$ cat src/rtl/aes_pkg.sv
// Shared types and helpers for the AES key schedule sequencer: key length
// and cipher op encodings, full-key mux selects, sequencer states, NR lookup.
package aes_pkg;

   typedef enum logic [2:0] {
      AES_128 = 3'b001,
      AES_192 = 3'b010,
      AES_256 = 3'b100
   } key_len_e;

   typedef enum logic {
      CIPH_FWD = 1'b0,
      CIPH_INV = 1'b1
   } ciph_op_e;

   typedef enum logic [1:0] {
      KEY_FULL_ENC_INIT = 2'd0,
      KEY_FULL_DEC_INIT = 2'd1,
      KEY_FULL_ROUND    = 2'd2,
      KEY_FULL_CLEAR    = 2'd3
   } key_full_sel_e;

   typedef enum logic [2:0] {
      KS_IDLE,
      KS_INIT,
      KS_DEC_PREP,
      KS_DEC_LOAD,
      KS_ROUND,
      KS_WIPE
   } aes_key_sched_e;

   localparam int unsigned RoundCtrW = 4;

   function automatic logic [RoundCtrW-1:0] aes_nr(input logic [2:0] key_len);
      logic [RoundCtrW-1:0] nr;
      case (key_len)
         AES_192: nr = 4'd12;
         AES_256: nr = 4'd14;
         default: nr = 4'd10;
      endcase
      return nr;
   endfunction

   // AES-192 support can be fused off, in which case its encoding is illegal.
   function automatic logic key_len_valid(input logic [2:0] key_len, input logic en192);
      return $onehot(key_len) && (en192 || (key_len != AES_192));
   endfunction

endpackage

$ cat src/rtl/aes_round_ctr.sv
// Round counter for the key schedule sequencer: clear, saturating increment,
// and terminal compares against NR and NR-1.
module aes_round_ctr
   import aes_pkg::*;
(
   input  logic                 clk_i,
   input  logic                 rst_i,
   input  logic                 clr_i,
   input  logic                 inc_i,
   input  logic [RoundCtrW-1:0] nr_i,
   output logic [RoundCtrW-1:0] cnt_o,
   output logic                 tc_o,
   output logic                 tc_pre_o
);

   logic [RoundCtrW-1:0] cnt_q;

   // Saturate at NR so the count can never run past 14 even if inc is held.
   always_ff @(posedge clk_i or posedge rst_i) begin
      if (rst_i) begin
         cnt_q <= '0;
      end else if (clr_i) begin
         cnt_q <= '0;
      end else if (inc_i && (cnt_q != nr_i)) begin
         cnt_q <= cnt_q + RoundCtrW'(1);
      end
   end

   assign cnt_o    = cnt_q;
   assign tc_o     = (cnt_q == nr_i);
   assign tc_pre_o = (cnt_q == (nr_i - RoundCtrW'(1)));

endmodule

$ cat src/rtl/aes_key_sched_ctrl.sv
// Key schedule sequencer: drives the key expand datapath and hands NR+1 round
// keys to the cipher core. Optional decryption-key cache: AES_KEY_SCHED_DEC_CACHE_EN.
//
// state    | meaning
// ---------+--------------------------------------------------------------
// IDLE     | waiting for start; key register holds cleared/cached content
// INIT     | load encryption start key, reinit rcon
// DEC_PREP | forward pre-expansion, NR steps, to reach the decryption key
// DEC_LOAD | load decryption start key, reinit rcon in inverse mode
// ROUND    | offer round keys 0..NR, one step per accepted transfer
// WIPE     | clear the full-key register after an abort
module aes_key_sched_ctrl
   import aes_pkg::*;
#(
   parameter bit AES192Enable = 1'b1
) (
   input  logic       clk_i,
   input  logic       rst_i,
   input  logic       start_i,
   output logic       start_ready_o,
   input  logic       op_i,
   input  logic [2:0] key_len_i,
   input  logic       abort_i,
   input  logic       key_new_i,
   output logic       rk_valid_o,
   input  logic       rk_ready_i,
   output logic       rk_last_o,
   output logic       step_o,
   output logic       clear_o,
   output logic [3:0] round_o,
   output logic       op_o,
   output logic [2:0] key_len_o,
   output logic [1:0] key_sel_o,
   output logic       key_we_o,
   output logic       done_o,
   output logic       err_o
);

   aes_key_sched_e state_q, state_d;

   logic                 op_q;
   logic [2:0]           key_len_q;
   logic                 err_q;
   logic                 ctr_clr, ctr_inc, ctr_tc, ctr_tc_pre;
   logic [RoundCtrW-1:0] ctr, nr;
   logic                 start_acc, start_ok, dec_hit;

   assign nr        = aes_nr(key_len_q);
   assign start_acc = start_i & start_ready_o;
   assign start_ok  = start_acc & key_len_valid(key_len_i, AES192Enable);

   aes_round_ctr u_round_ctr (
      .clk_i    (clk_i),
      .rst_i    (rst_i),
      .clr_i    (ctr_clr),
      .inc_i    (ctr_inc),
      .nr_i     (nr),
      .cnt_o    (ctr),
      .tc_o     (ctr_tc),
      .tc_pre_o (ctr_tc_pre)
   );

`ifdef AES_KEY_SCHED_DEC_CACHE_EN
   logic dec_key_valid_q;

   // The cached key is only reusable for the same key length and key material.
   always_ff @(posedge clk_i or posedge rst_i) begin
      if (rst_i) begin
         dec_key_valid_q <= 1'b0;
      end else if (key_new_i || abort_i || (start_ok && (key_len_i != key_len_q))) begin
         dec_key_valid_q <= 1'b0;
      end else if (state_q == KS_DEC_LOAD) begin
         dec_key_valid_q <= 1'b1;
      end
   end

   assign dec_hit = dec_key_valid_q & ~key_new_i & (key_len_i == key_len_q) & op_i;
`else
   logic unused_key_new;
   assign unused_key_new = key_new_i;
   assign dec_hit        = 1'b0;
`endif

   always_ff @(posedge clk_i or posedge rst_i) begin
      if (rst_i) begin
         state_q   <= KS_IDLE;
         op_q      <= CIPH_FWD;
         key_len_q <= AES_128;
         err_q     <= 1'b0;
      end else begin
         state_q <= state_d;
         err_q   <= start_acc & ~start_ok;
         if (start_ok) begin
            op_q      <= op_i;
            key_len_q <= key_len_i;
         end
      end
   end

   always_comb begin
      state_d       = state_q;
      start_ready_o = 1'b0;
      rk_valid_o    = 1'b0;
      rk_last_o     = 1'b0;
      step_o        = 1'b0;
      clear_o       = 1'b0;
      round_o       = '0;
      op_o          = CIPH_FWD;
      key_sel_o     = KEY_FULL_CLEAR;
      key_we_o      = 1'b0;
      done_o        = 1'b0;
      ctr_clr       = 1'b0;
      ctr_inc       = 1'b0;

      unique case (state_q)
         KS_IDLE: begin
            start_ready_o = ~abort_i;
            ctr_clr       = 1'b1;
            if (abort_i) begin
               state_d = KS_WIPE;
            end else if (start_ok) begin
               state_d = dec_hit ? KS_DEC_LOAD : KS_INIT;
            end
         end
         KS_INIT: begin
            clear_o   = 1'b1;
            key_we_o  = 1'b1;
            key_sel_o = KEY_FULL_ENC_INIT;
            ctr_clr   = 1'b1;
            state_d   = op_q ? KS_DEC_PREP : KS_ROUND;
         end
         KS_DEC_PREP: begin
            step_o    = 1'b1;
            key_we_o  = 1'b1;
            key_sel_o = KEY_FULL_ROUND;
            round_o   = ctr;
            if (ctr_tc_pre) begin
               ctr_clr = 1'b1;
               state_d = KS_DEC_LOAD;
            end else begin
               ctr_inc = 1'b1;
            end
         end
         KS_DEC_LOAD: begin
            clear_o   = 1'b1;
            key_we_o  = 1'b1;
            key_sel_o = KEY_FULL_DEC_INIT;
            op_o      = CIPH_INV;
            ctr_clr   = 1'b1;
            state_d   = KS_ROUND;
         end
         KS_ROUND: begin
            rk_valid_o = 1'b1;
            rk_last_o  = ctr_tc;
            round_o    = ctr;
            op_o       = op_q;
            if (rk_ready_i) begin
               if (ctr_tc) begin
                  done_o  = 1'b1;
                  ctr_clr = 1'b1;
                  state_d = KS_IDLE;
               end else begin
                  step_o    = 1'b1;
                  key_we_o  = 1'b1;
                  key_sel_o = KEY_FULL_ROUND;
                  ctr_inc   = 1'b1;
               end
            end
         end
         KS_WIPE: begin
            clear_o   = 1'b1;
            key_we_o  = 1'b1;
            key_sel_o = KEY_FULL_CLEAR;
            ctr_clr   = 1'b1;
            state_d   = KS_IDLE;
         end
         default: begin
            state_d = KS_IDLE;
         end
      endcase

      // Abort wins over everything: no handshake, no datapath write this cycle.
      if (abort_i && (state_q != KS_IDLE)) begin
         if (state_q != KS_WIPE) begin
            rk_valid_o = 1'b0;
            rk_last_o  = 1'b0;
            step_o     = 1'b0;
            clear_o    = 1'b0;
            key_we_o   = 1'b0;
            key_sel_o  = KEY_FULL_CLEAR;
            done_o     = 1'b0;
         end
         ctr_inc = 1'b0;
         ctr_clr = 1'b1;
         state_d = KS_WIPE;
      end
   end

   assign key_len_o = key_len_q;
   assign err_o     = err_q;

endmodule

$ cat config.mk
export PLATFORM = sky130hd
export DESIGN_NAME = aes_key_sched_ctrl
export DESIGN_NICKNAME = d
export VERILOG_FILES = /design/src/rtl/aes_pkg.sv /design/src/rtl/aes_round_ctr.sv /design/src/rtl/aes_key_sched_ctrl.sv
export SDC_FILE = /design/constraint.sdc
export NUM_CORES = 1
export LEC_CHECK = 0
export ABC_CLOCK_PERIOD_IN_PS = 5550
export CAP_MARGIN = 20
export CORE_MARGIN = 2
export CORE_UTILIZATION = 50
export CTS_CLUSTER_SIZE = 12
export DETAILED_ROUTE_END_ITERATION = 10
export HOLD_SLACK_MARGIN = 0.1
export PLACE_DENSITY_LB_ADDON = 0.05
export SLEW_MARGIN = 20
export SYNTH_ARGS = -nofsm -noshare
export SYNTH_HDL_FRONTEND = slang
export SYNTH_SLANG_ARGS = --single-unit
$ cat constraint.sdc
create_clock -name clk_i -period 5.55 [get_ports clk_i]
set_input_delay 1.11 -clock clk_i [delete_from_list [all_inputs] [get_ports clk_i]]
set_output_delay 1.11 -clock clk_i [all_outputs]
set_load 0.005 [all_outputs]
==> qor.yml, run 1 <==
route:
  wl_met1_um: 1030
  drt_iter0_drc: 11
  post_drt_wl_per_cell_um: 13.9
  wl_met2_um: 1090
  wl_um: 2230
  top_layer_used: "met4"
  wl_met3_um: 92
  ant_nets: 0
  drc: 0
  drt-vias-per-instance: 5.99
  vias: 958
  dr.pass1.iters: 4
die:
  initial_core_util_pct: 54.5
  dieArea_um2: 2310
  core_um2: 1780
  die_w_um: 48.1
  io_pins: 28
  die_y_um: 48.1
  placementRows: 15
timing:
  hold_violations: 0
  finalSetupTns_ns: 0
  fmax_mhz: 243
  max_slew_margin_pct: 60.9
  tightest_slew_ns: 0.581
  drv_slew: 0
  whs_ns: 0.515
  min_period_ns: 4.12
  setup_slack_ns: 1.43
  grt_setup_unrepaired: "no"
  timing.final.crit_share_pct: 74.1
  setup_violations: 0
  skew_ns: 0.0111
worst_hold_path:
  min_from: "op_q"
  hold_class: "reg -> reg"
critical_path:
  critPathMaxFanout: 11
  cp-start-kind: "primary input"
  worstPathArrival_ns: 3.01
  cp-startpoint: "abort_i"
  critPathRequiredTime_ns: 4.44
  setup.worst_path.end_class: "output pin"
  reg2reg_setup_slack_ns: 3.54
  critPathKind: "in -> out"
  reg2reg_from: "state_q[1]"
power_and_ir_drop:
  total_power_uw: 231
  power.density_nw_per_um2: 185
  leakage_nw: 0.492
  ir_drop_uv: 201
layout:
  antenna_cells: 0
  final_area_um2: 1250
  final_cell_mix: "26 x clkdlybuf4s50_1, 11 x dfrtp_1, 9 x nand2_1"
  syn2layout_area_growth_pct: 29.1
  fill_cells: 151
  layout_commonest_cell: "clkdlybuf4s50_1"
  final_nets: 148
  drive_gt1_share_pct: 7.41
placed_design:
  io_buffers: 26
  globalplace.congestion: 0.819
  place_area_um2: 1230
  place_ws_ns: 1.48
  dp_hpwl_um: 1610
flow_run:
  cap_viol_max_count: 0
clock_network:
  clockBufferDepth: 2
  htreeDepth: 1
  ctsResizeCount: 0
  numClockSinks: 12
  tritoncts: "yes"
  clk_pin_slew_ns: 0.08
  clockRootBuffer: "clkbuf_4"
  post_cts_buffers: 0
  clock_latency_ns: 0.28
  ctsHoldBuffers: 0
  cts_buffers: 3
yosys:
  synth-main-ff-cell: "dfrtp_1"
  synth-edff-count: 0
  async_flop_share_pct: 100
  mappedNetlistNets: 126
  ys_ff_latch: 12
  synth_top_cell_by_area: "dfrtp_1"
  synthTopCellsByArea: "dfrtp_1 28%, o21ai_0 4.1%, and2_1 3.9%, nor2b_1 3.9%, nand2_1 3.5%"
  ys_warn_count: 0
  netlist_area_um2: 971
  synth_top_area_share_pct: 28.4
  synth_cell_types: 43
  ys_seq_area_share_pct: 31.1
  syn_avg_cell_area_um2: 8.52
  syn_inst: 114
global_route:
  grt_pass1_vias: 818
  grt_pass1_wl_um: 3590
  grt_start_max_net_pins: 21
  antenna_found_initial: 0
  overflow: 0
  track_usage_pct: 22.2
run_status:
  outcome: "finished clean"
==> worst paths after layout <==
check                                     to  cells past startpoint
worst max-delay path                key_we_o                      6
worst min-delay path                    op_q                      1
worst max register to register    state_q[0]                      4
worst min register to register          op_q                      1
max in group asynchronous       key_len_o[0]                      2
min in group asynchronous         state_q[1]                      2
==> synthesized netlist by cell type, types with 2 or more instances <==
cell,number
nor2_1,3
nand4b_1,3
o21ai_0,8
clkbuf_1,8
nor2b_1,6
nor3_1,6
and2_1,6
inv_1,6
nor4_1,2
nand2_1,9
o31ai_1,2
mux2i_1,2
nor3b_2,2
nand3_1,3
a21oi_1,5
dfrtp_1,11
o41ai_1,3
xnor2_1,2
a221oi_1,3
==> metrics by stage <==
step	utilization, %	cells
6_report	70.3	160
3_3_place_gp	68.8	156
3_5_place_dp	68.8	156
2_1_floorplan	-	114
4_1_cts	70.3	160
5_1_grt	70.3	160
==> sequential cells by signal (all words and copies together) (netlist names) <==
name and cells:
err_o 1, key_len_o 3, op_q 1, state_q 3
u_round_ctr.cnt_o 4
==> critical path: stages <==
cell and delay (ns):
clkdlybuf4s50_1 0.74, inv_1 0.18, o21ai_0 0.25, o31ai_1 0.11, o21a_1 0.18, clkdlybuf4s50_1 0.44
==> report_power, final <==
part | internal (mW) | switching (mW) | leakage (nW) | total, mW
combinational | 0.0361 | 0.0267 | 0.321 | 0.0628
sequential | 0.0962 | 0.0141 | 0.156 | 0.110
clock | 0.0279 | 0.0306 | 0.0150 | 0.0585
==> cell families after synthesis <==
family	share of synthesized area [%]
AOI/OAI and AO/OA	23.3
xor gates and xnor gates	1.80
adders and majority gates	3.35
buffers and inverters	5.93
DFF	31.1
muxes	3.22
and+or+nand+nor	31.3
==> final cells by class <==
class	instances	area (um^2)	area share, %
Inverter	6	22.5	1.80
Sequential cell	12	302	24.1
Clock buffer	4	26.3	2.10
Multi-Input combinational cell	87	612	48.8
Tap cell	25	31.3	2.50
Timing Repair Buffer	26	260	20.8
==> per-layer routing <==
metal / GRT usage, % / vias to the layer above
li1: - / 467
met1: 28.8 / 465
met2: 37.1 / 24
met3: 5.66 / 2
met4: 4.86 / 0
met5: 0 / -
Power figures use the tool's default switching activity.
==> inputs of run 2 (changes only) <==
--- a/config.mk
+++ b/config.mk
@@ -5,10 +5,10 @@
 export SDC_FILE = /design/constraint.sdc
 export NUM_CORES = 1
 export LEC_CHECK = 0
-export ABC_CLOCK_PERIOD_IN_PS = 5550
+export ABC_CLOCK_PERIOD_IN_PS = 3420
 export CAP_MARGIN = 20
 export CORE_MARGIN = 2
-export CORE_UTILIZATION = 50
+export CORE_UTILIZATION = 42
 export CTS_CLUSTER_SIZE = 12
 export DETAILED_ROUTE_END_ITERATION = 10
 export HOLD_SLACK_MARGIN = 0.1
==> constraint.sdc (replaced) <==
create_clock -name clk_i -period 3.42 [get_ports clk_i]
set_input_delay 0.684 -clock clk_i [delete_from_list [all_inputs] [get_ports clk_i]]
set_output_delay 0.684 -clock clk_i [all_outputs]
set_load 0.005 [all_outputs]
==> run 2 against run 1 <==
  * First-iteration DRC count unchanged
  * Utilization shrank 12 points
  * Combinational power up 64%
  * Design area increased by 1.9%
  * Clock power up 97%
  * Flip-flop and latch count unchanged
  * Clock skew fell by 0.0084 ns
  * Non-clock buffer count is 1 higher
  * Global-route usage fell by 1.6 points
  * Highest routed layer is now met3
  * Hold slack worse by 0.0072 ns
  * Sequential share of layout area shrank 0.45 points
==> qor.yml, run 2 (synthesis gave the netlist of run 1 again) <==
clock_network:
  tritoncts: "yes"
  ctsResizeCount: 0
  ctsHoldBuffers: 0
  htreeDepth: 1
  clk_pin_slew_ns: 0.08
  numClockSinks: 12
  post_cts_buffers: 0
  cts_buffers: 3
  clock_latency_ns: 0.28
  clockRootBuffer: "clkbuf_4"
  clockBufferDepth: 2
critical_path:
  reg2reg_from: "state_q[1]"
  reg2reg_setup_slack_ns: 1.47
  critPathMaxFanout: 9
  crit_path_top_delay_cell: "clkdlybuf4s50_1"
  critPathKind: "reg -> out"
  reg2reg_to: "state_q[0]"
  setup.worst_path.end_class: "output pin"
  cp-start-kind: "flop"
  critPathRequiredTime_ns: 2.74
  critical_path.cell_chain: "nor4bb_1 -> a32o_1 -> or2_4 -> nor3_1 -> o311ai_1 -> clkdlybuf4s50_1"
  r2r_cells: 4
  cpPeakStageDelay_ns: 0.55
  cp-startpoint: "u_round_ctr.cnt_o[0]"
  worstPathArrival_ns: 2.50
  endpoint: "key_sel_o[0]"
die:
  core_um2: 2190
  initial_core_util_pct: 44.3
  placementRows: 17
  die_w_um: 52.1
  io_pins: 28
  dieArea_um2: 2710
  die_y_um: 52.1
layout:
  largest_reg_flops: 4
  final_core_util_pct: 58.3
  drive_gt1_share_pct: 9.56
  multi_input_area_um2: 614
  final_cell_mix: "26 x clkdlybuf4s50_1, 11 x dfrtp_1, 9 x nand2_1"
  final_nets: 149
  seqCellArea_um2: 302
  fill_cells: 212
  syn2layout_area_growth_pct: 31.6
  layout_commonest_cell: "clkdlybuf4s50_1"
  antenna_cells: 0
timing:
  max_slew_margin_pct: 59.1
  min_period_ns: 3.18
  finalSetupTns_ns: 0
  tightest_slew_ns: 0.613
  whs_ns: 0.508
  hold_violations: 0
  setup_violations: 0
  skew_ns: 0.00265
  timing.final.crit_share_pct: 93.0
  fmax_mhz: 314
  drv_slew: 0
  grt_setup_unrepaired: "no"
route:
  drt-vias-per-instance: 5.89
  wl_um: 2330
  dr.pass1.iters: 4
  ant_nets: 0
  drc: 0
  vias: 966
  post_drt_wl_per_cell_um: 14.2
  drt_iter0_drc: 11
power_and_ir_drop:
  power.density_nw_per_um2: 311
  ir_drop_uv: 218
  leakage_nw: 0.503
worst_hold_path:
  hold_class: "reg -> reg"
  min_from: "op_q"
placed_design:
  dp_hpwl_um: 1750
  globalplace.congestion: 0.858
  io_buffers: 26
flow_run:
  cap_viol_max_count: 0
global_route:
  antenna_found_initial: 0
  grt_pass1_wl_um: 4210
  track_usage_pct: 20.6
  overflow: 0
  grt_start_max_net_pins: 21
  grt_pass1_vias: 923
run_status:
  outcome: "finished clean"
[run 2: cell types whose count changed in the layout (fill, tap and decap cells not counted), sizes merged]
| cell | previous run | this run |
|---|---|---|
| buf | 0 | 1 |
[run 2: critical path, delay by kind of cell, from the launching register on]
kind                   cells  cell delay, ns
buffers and inverters      1            0.55
DFF                        1            0.48
AOI/OAI and AO/OA          2            0.59
and+or+nand+nor            3            0.60
[run 2: layout make-up]
class / instances / area share, %
Tap cell: 28 / 2.74
Sequential cell: 12 / 23.6
Multi-Input combinational cell: 87 / 48.1
Clock buffer: 4 / 2.84
Timing Repair Buffer: 27 / 21.0
Inverter: 6 / 1.76
[run 2: worst min-delay path by stage]
stage                      end  slack (ns)  cells past startpoint
final                     op_q        0.51                      1
after global routing      op_q        0.53                      1
after CTS                 op_q        0.51                      1
after detailed placement  op_q        0.49                      1
after global placement    op_q        0.49                      1
after floorplan           op_q        0.47                      1
[run 2: report_power, final]
part	switching, mW	internal [mW]	total, mW
clock	0.0505	0.0648	0.115
combinational	0.0437	0.0592	0.103
sequential	0.0234	0.156	0.179
total	0.118	0.280	0.397
[run 2: per-layer routing]
| metal | part of all wire, % | vias up | track usage (%) |
|---|---|---|---|
| li1 | - | 477 | - |
| met1 | 47 | 470 | 26.0 |
| met2 | 50 | 19 | 34.4 |
| met3 | 3.6 | 0 | 6.32 |
| met4 | 0 | 0 | 3.95 |
| met5 | 0 | - | 0 |
[run 2: metrics by stage]
step | instances | power [mW] | instance area, um^2 | setup WS (ns)
after floorplan | 114 | 0.235 | 971 | 1.09
after global placement | 160 | 0.282 | 1240 | 0.343
after detailed placement | 160 | 0.285 | 1240 | 0.303
after CTS | 164 | 0.401 | 1270 | 0.0314
after global routing | 164 | 0.423 | 1280 | 0.0321
final | 164 | 0.397 | 1280 | 0.240
==> inputs of run 3 (changes only) <==
--- a/config.mk
+++ b/config.mk
@@ -11,6 +11,7 @@
 export CORE_UTILIZATION = 42
 export CTS_CLUSTER_SIZE = 12
 export DETAILED_ROUTE_END_ITERATION = 10
+export GPL_TIMING_DRIVEN = 0
 export HOLD_SLACK_MARGIN = 0.1
 export PLACE_DENSITY_LB_ADDON = 0.05
 export SLEW_MARGIN = 20
==> run 3 against run 2 <==
  * Worst setup slack got worse by 0.017 ns
  * Clock power barely moved
  * Non-clock buffer count is 6 higher
  * Count of clock-buffer cells in the layout did not move
  * Die area unchanged
  * Design area increased by 1.6%
  * Fmax down 0.53%
  * Register-to-register slack worse by 0.12 ns
  * Cell count is 3.7% higher
  * Power fell by 0.57%
  * Utilization is 0.91 points higher
  * Combinational power grew 9%
  * Critical endpoint unchanged
  * Largest cell class unchanged
==> qor.yml, run 3 (synthesis gave the netlist of run 1 again) <==
global_route:
  grt_pass1_vias: 914
  antenna_found_initial: 0
  top_usage_layer: "met2"
  grt_pass1_wl_um: 4110
  met1_usage_pct: 25.4
  track_usage_pct: 19.9
  met2_usage_pct: 34.2
  overflow: 0
  grtUsageMet3_pct: 3.16
  grt_start_max_net_pins: 13
layout:
  layout_commonest_cell: "clkdlybuf4s50_1"
  drive_gt1_share_pct: 8.45
  final_nets: 155
  syn2layout_area_growth_pct: 33.6
  multi_input_area_um2: 612
  antenna_cells: 0
  seqCellArea_um2: 302
  fill_cells: 198
  largest_reg_flops: 4
  final_cell_mix: "25 x clkdlybuf4s50_1, 11 x dfrtp_1, 9 x nand2_1"
route:
  dr.pass1.iters: 4
  vias: 953
  ant_nets: 0
  post_drt_wl_per_cell_um: 14.0
  drt-vias-per-instance: 5.61
  drt_iter0_drc: 21
  wl_um: 2380
  drc: 0
worst_hold_path:
  hold_class: "reg -> reg"
critical_path:
  critPathKind: "reg -> out"
  cp-start-kind: "flop"
  crit_buf_inv: 2
  path_delay_family: "buffers and inverters"
  cpPeakStageDelay_ns: 0.55
  crit_path_top_delay_cell: "clkdlybuf4s50_1"
  critPathRequiredTime_ns: 2.74
  worstPathArrival_ns: 2.51
  setup.worst_path.end_class: "output pin"
  reg2reg_setup_slack_ns: 1.35
  critical_path.cell_chain: "nor4bb_1 -> a32o_1 -> or2_1 -> buf_2 -> nor3_1 -> o311ai_1 -> clkdlybuf4s50_1"
  critPathMaxFanout: 9
clock_network:
  clockBufferDepth: 2
  tritoncts: "yes"
  numClockSinks: 12
  clk_pin_slew_ns: 0.08
  htreeDepth: 1
  ctsHoldBuffers: 0
  cts_buffers: 3
  clock_latency_ns: 0.26
  clockRootBuffer: "clkbuf_4"
die:
  initial_core_util_pct: 44.3
  placementRows: 17
  die_w_um: 52.1
  core_um2: 2190
  dieArea_um2: 2710
  io_pins: 28
  die_y_um: 52.1
timing:
  max_slew_margin_pct: 57.8
  drv_slew: 0
  setup_violations: 0
  min_period_ns: 3.20
  grt_setup_unrepaired: "no"
  hold_violations: 0
  fmax_mhz: 313
  timing.final.crit_share_pct: 93.5
  finalSetupTns_ns: 0
  tightest_slew_ns: 0.626
  setup_slack_ns: 0.223
  skew_ns: 0.00298
power_and_ir_drop:
  leakage_nw: 0.520
  power.density_nw_per_um2: 305
  total_power_uw: 395
  ir_drop_uv: 233
placed_design:
  place_ws_ns: 0.0418
  io_buffers: 26
  globalplace.congestion: 0.767
  dp_hpwl_um: 1770
run_status:
  outcome: "finished clean"
flow_run:
  cap_viol_max_count: 0
-- run 3: changes by cell type in the layout (fill, tap and decap cells not counted), sizes merged --
cell,previous run,this run
dlymetal6s2s,0,1
clkdlybuf4s50,26,25
clkbuf,4,10
-- run 3: power breakdown --
group	leakage [nW]	switching (mW)	internal, mW
Clock	0.0210	0.0475	0.0645
Sequential	0.156	0.0147	0.156
Combinational	0.343	0.0526	0.0598
-- run 3: metrics by stage --
| step | instance area [um^2] | utilization [%] | hold slack [ns] | cells |
|---|---|---|---|---|
| 3_5_place_dp | 1270 | 57.8 | 0.496 | 168 |
| 2_1_floorplan | 971 | - | 0.471 | 114 |
| 4_1_cts | 1300 | 59.5 | 0.516 | 172 |
| 3_3_place_gp | 1270 | 57.8 | 0.491 | 168 |
| 6_report | 1300 | 59.2 | 0.507 | 170 |
| 5_1_grt | 1300 | 59.2 | 0.537 | 170 |
-- run 3: path summary, 6_finish.rpt --
kind / start / to / depth (start not counted)
min in group asynchronous: rst_i / op_q / 2
max in group asynchronous: rst_i / key_len_o[0] / 2
hold reg to reg: op_q / op_q / 1
setup reg to reg: u_round_ctr.cnt_o[2] / u_round_ctr.cnt_o[1] / 6
hold / removal: op_q / op_q / 1
setup / recovery: u_round_ctr.cnt_o[0] / key_sel_o[0] / 7
-- run 3: layout make-up --
cell class / instances / share of cell area, %
multi-input cells: 87 / 47.2
repair buffers: 26 / 20.3
inverters: 6 / 1.74
flip-flops and latches: 12 / 23.2
clock buffers: 4 / 2.80
well taps: 28 / 2.70
plain buffers: 7 / 2.12
-- run 3: what timing repair did --
| item | 4_1_cts | 5_1_grt |
|---|---|---|
| setup buffers | 0 | 0 |
| setup endpoints to repair | 0 | 2 |
| resized for setup | 0 | 2 |
-- run 3: routing by layer --
metal,wire (um),up-vias
li1,-,479
met1,1080,446
met2,1190,28
met3,106,0
met4,0,0
met5,0,-
==> RTL change (settings of run 3) <==
The option `AES_KEY_SCHED_DEC_CACHE_EN` is turned on by a define.
--- a/src/rtl/aes_key_sched_ctrl.sv
+++ b/src/rtl/aes_key_sched_ctrl.sv
@@ -11,2 +11,4 @@
 // WIPE     | clear the full-key register after an abort
+`define AES_KEY_SCHED_DEC_CACHE_EN
+
 module aes_key_sched_ctrl
Behaviour: same outputs for any inputs over 10 cycles, from zero or initial values and one cycle with rst_i high; that may be too few to reach the edited logic, so the function may still have changed.
==> RTL change against run 3 <==
- power increased by 12%
- register-to-register slack got worse by 0.03 ns
- sequential share of layout area decreased by 0.18 points
- design area increased by 9.2%
- via count increased by 9.7%
- worst setup slack improved by 0.070 ns
- non-clock buffer count unchanged
- sequential cell count increased by 1
- critical endpoint is now key_we_o
- sequential power increased by 12%
- first-iteration DRC count unchanged
- synthesized cell count increased by 14%
- synthesized area increased by 12%
- maximum frequency increased by 2.2%
- wire length increased by 9.0%
==> RTL change: results (changes against run 3) <==
Synthesis
  • Synth Net Count: 142 (was 126)
  • Synth Area in Adders: 2.992% (was 3.351%)
  • Syn avg cell area: 8.364 um^2 (was 8.517 um^2)
  • Mux contribution to synthesized area: 4.028% (was 3.222%)
  • Area contributors post-synth: dfrtp_1 (28%), nand2_1 (4.5%), a21oi_1 (4.1%) (was dfrtp_1 (28%), o21ai_0 (4.1%), and2_1 (3.9%))
  • Synth Area in Compound Gates: 24.28% (was 23.32%)
  • Post-synth top cells: nand2_1 (13), dfrtp_1 (12), a21oi_1 (9), inv_1 (9), nor2_1 (9) (was dfrtp_1 (11), nand2_1 (9), clkbuf_1 (8), o21ai_0 (8))
  • Seq/Total Area, Yosys: 30.03% (was 31.06%)
  • Xor and xnor area share after synthesis: 3.222% (was 1.804%)
  • Synth cell types: 51 (was 43)
  • Yosys warnings: 0 (unchanged)
  • Ys async rst share: 100.0% (unchanged)

Timing
  • Relative slew slack: 65.37% (was 57.83%)
  • Clock Skews: 0.004551 ns (was 0.002979 ns)

Detailed routing
  • Metal3 WL: 116 um (was 106 um)
  • Uppermost layer routed: met4 (was met3)
  • Routed wire per std cell: 13.63 um (was 13.98 um)
  • Routed vias: 1,045 (was 953)
  • Met1 WL: 1261 um (was 1081 um)
  • Routed length on met2: 1169 um (was 1189 um)
  • Via/cell ratio: 5.500 (was 5.606)

Final layout
  • Layout net count: 173 (was 155)
  • Layout cells sized above 1: 15.00% (was 8.451%)

Global routing
  • First-pass GRT wire length: 4416 um (was 4112 um)
  • Met1 Use GR: 28.76% (was 25.45%)
  • GR Layer Usage met3: 3.552% (was 3.161%)
  • Vias in the first global route: 923 (was 914)
  • Largest net degree at the start of global routing: 14 (was 13)
  • Met2 global-route usage: 31.75% (was 34.18%)
  • Gr usage total: 20.81% (was 19.88%)

Critical path
  • Worst Path Max Fanout: 10 (was 9)
  • FF-to-FF path depth: 4 (was 6)
  • Critical-path top delay cell: dfstp_2 (was clkdlybuf4s50_1)
  • Max incr delay on CP: 0.60 ns (was 0.55 ns)
  • Arrival @ worst endpoint: 2.44 ns (was 2.51 ns)

Power and ir drop
  • Leak: 0.0005650 uW (was 0.0005199 uW)
  • Max VDD drop: 252.9 uV (was 232.5 uV)

Placed design
  • Post-placement cell count: 186 (was 168)
  • Total cell area at the placement stage: 1385 um^2 (was 1266 um^2)
  • Hpwl dp: 1984 um (was 1766 um)
  • GPL Wtd Cong: 0.8515 (was 0.7671)

Clocking
  • Clock latency on the worst-skew pair: 0.29 ns (was 0.26 ns)
  • Post-CTS setup repair buffer count: 0 (unchanged)
  • TritonCTS Buffers: 3 (unchanged)

Outcome
  • Status: complete, no violations (unchanged)
-- RTL change: cell count changes in the layout (fill, tap and decap cells not counted), sizes merged, moves of 3 or more --
cell    change
nor2        +7
a21oi       +5
a221oi      -4
clkbuf      -4
nand2       +4
buf         +3
inv         +3
nand2b      +3
or3b        +3
-- RTL change: final timing paths --
check / start / end / slack, ns
setup / recovery: key_len_o[0]$_DFFE_PP1P_ / key_we_o / 0.29
hold / removal: op_q$_DFFE_PP0P_ / op_q$_DFFE_PP0P_ / 0.55
setup reg to reg: state_q[2]$_DFFE_PP0P_ / op_q$_DFFE_PP0P_ / 1.32
hold reg to reg: op_q$_DFFE_PP0P_ / op_q$_DFFE_PP0P_ / 0.55
max in group asynchronous: rst_i / key_len_o[0]$_DFFE_PP1P_ / 2.33
min in group asynchronous: rst_i / key_len_o[1]$_DFFE_PP0P_ / 0.73
-- RTL change: report_power, final --
group          total, uW  internal (uW)  switching, uW
clock network       99.6           43.5           56.1
registers            192            170           22.0
logic                150           79.5           70.1
total                441            293            148
-- RTL change: cell families after synthesis --
family | after synthesis
multiplexers | 4
AND/OR/NAND/NOR | 57
adder cells (fa/ha/maj) | 2
buffers and inverters | 16
XOR/XNOR | 4
AO/OA/AOI/OAI | 34
flip-flops | 13
-- RTL change: area by class of cell --
type | instances | area, um^2
fill | 236 | 1039
multi-input combinational | 101 | 699.4
sequential | 13 | 326.6
timing repair buffer | 26 | 260.3
tap | 30 | 37.54
inverter | 9 | 33.78
buffer | 7 | 31.28
clock buffer | 3 | 22.52
clock inverter | 1 | 5.005
-- RTL change: through the flow --
step,hold WS (ns),setup slack [ns]
after CTS,0.5533,0.2171
after global routing,0.5963,0.09615
after detailed placement,0.5349,0.3281
after global placement,0.5350,0.3375
after floorplan,0.5049,1.217
final,0.5489,0.2925
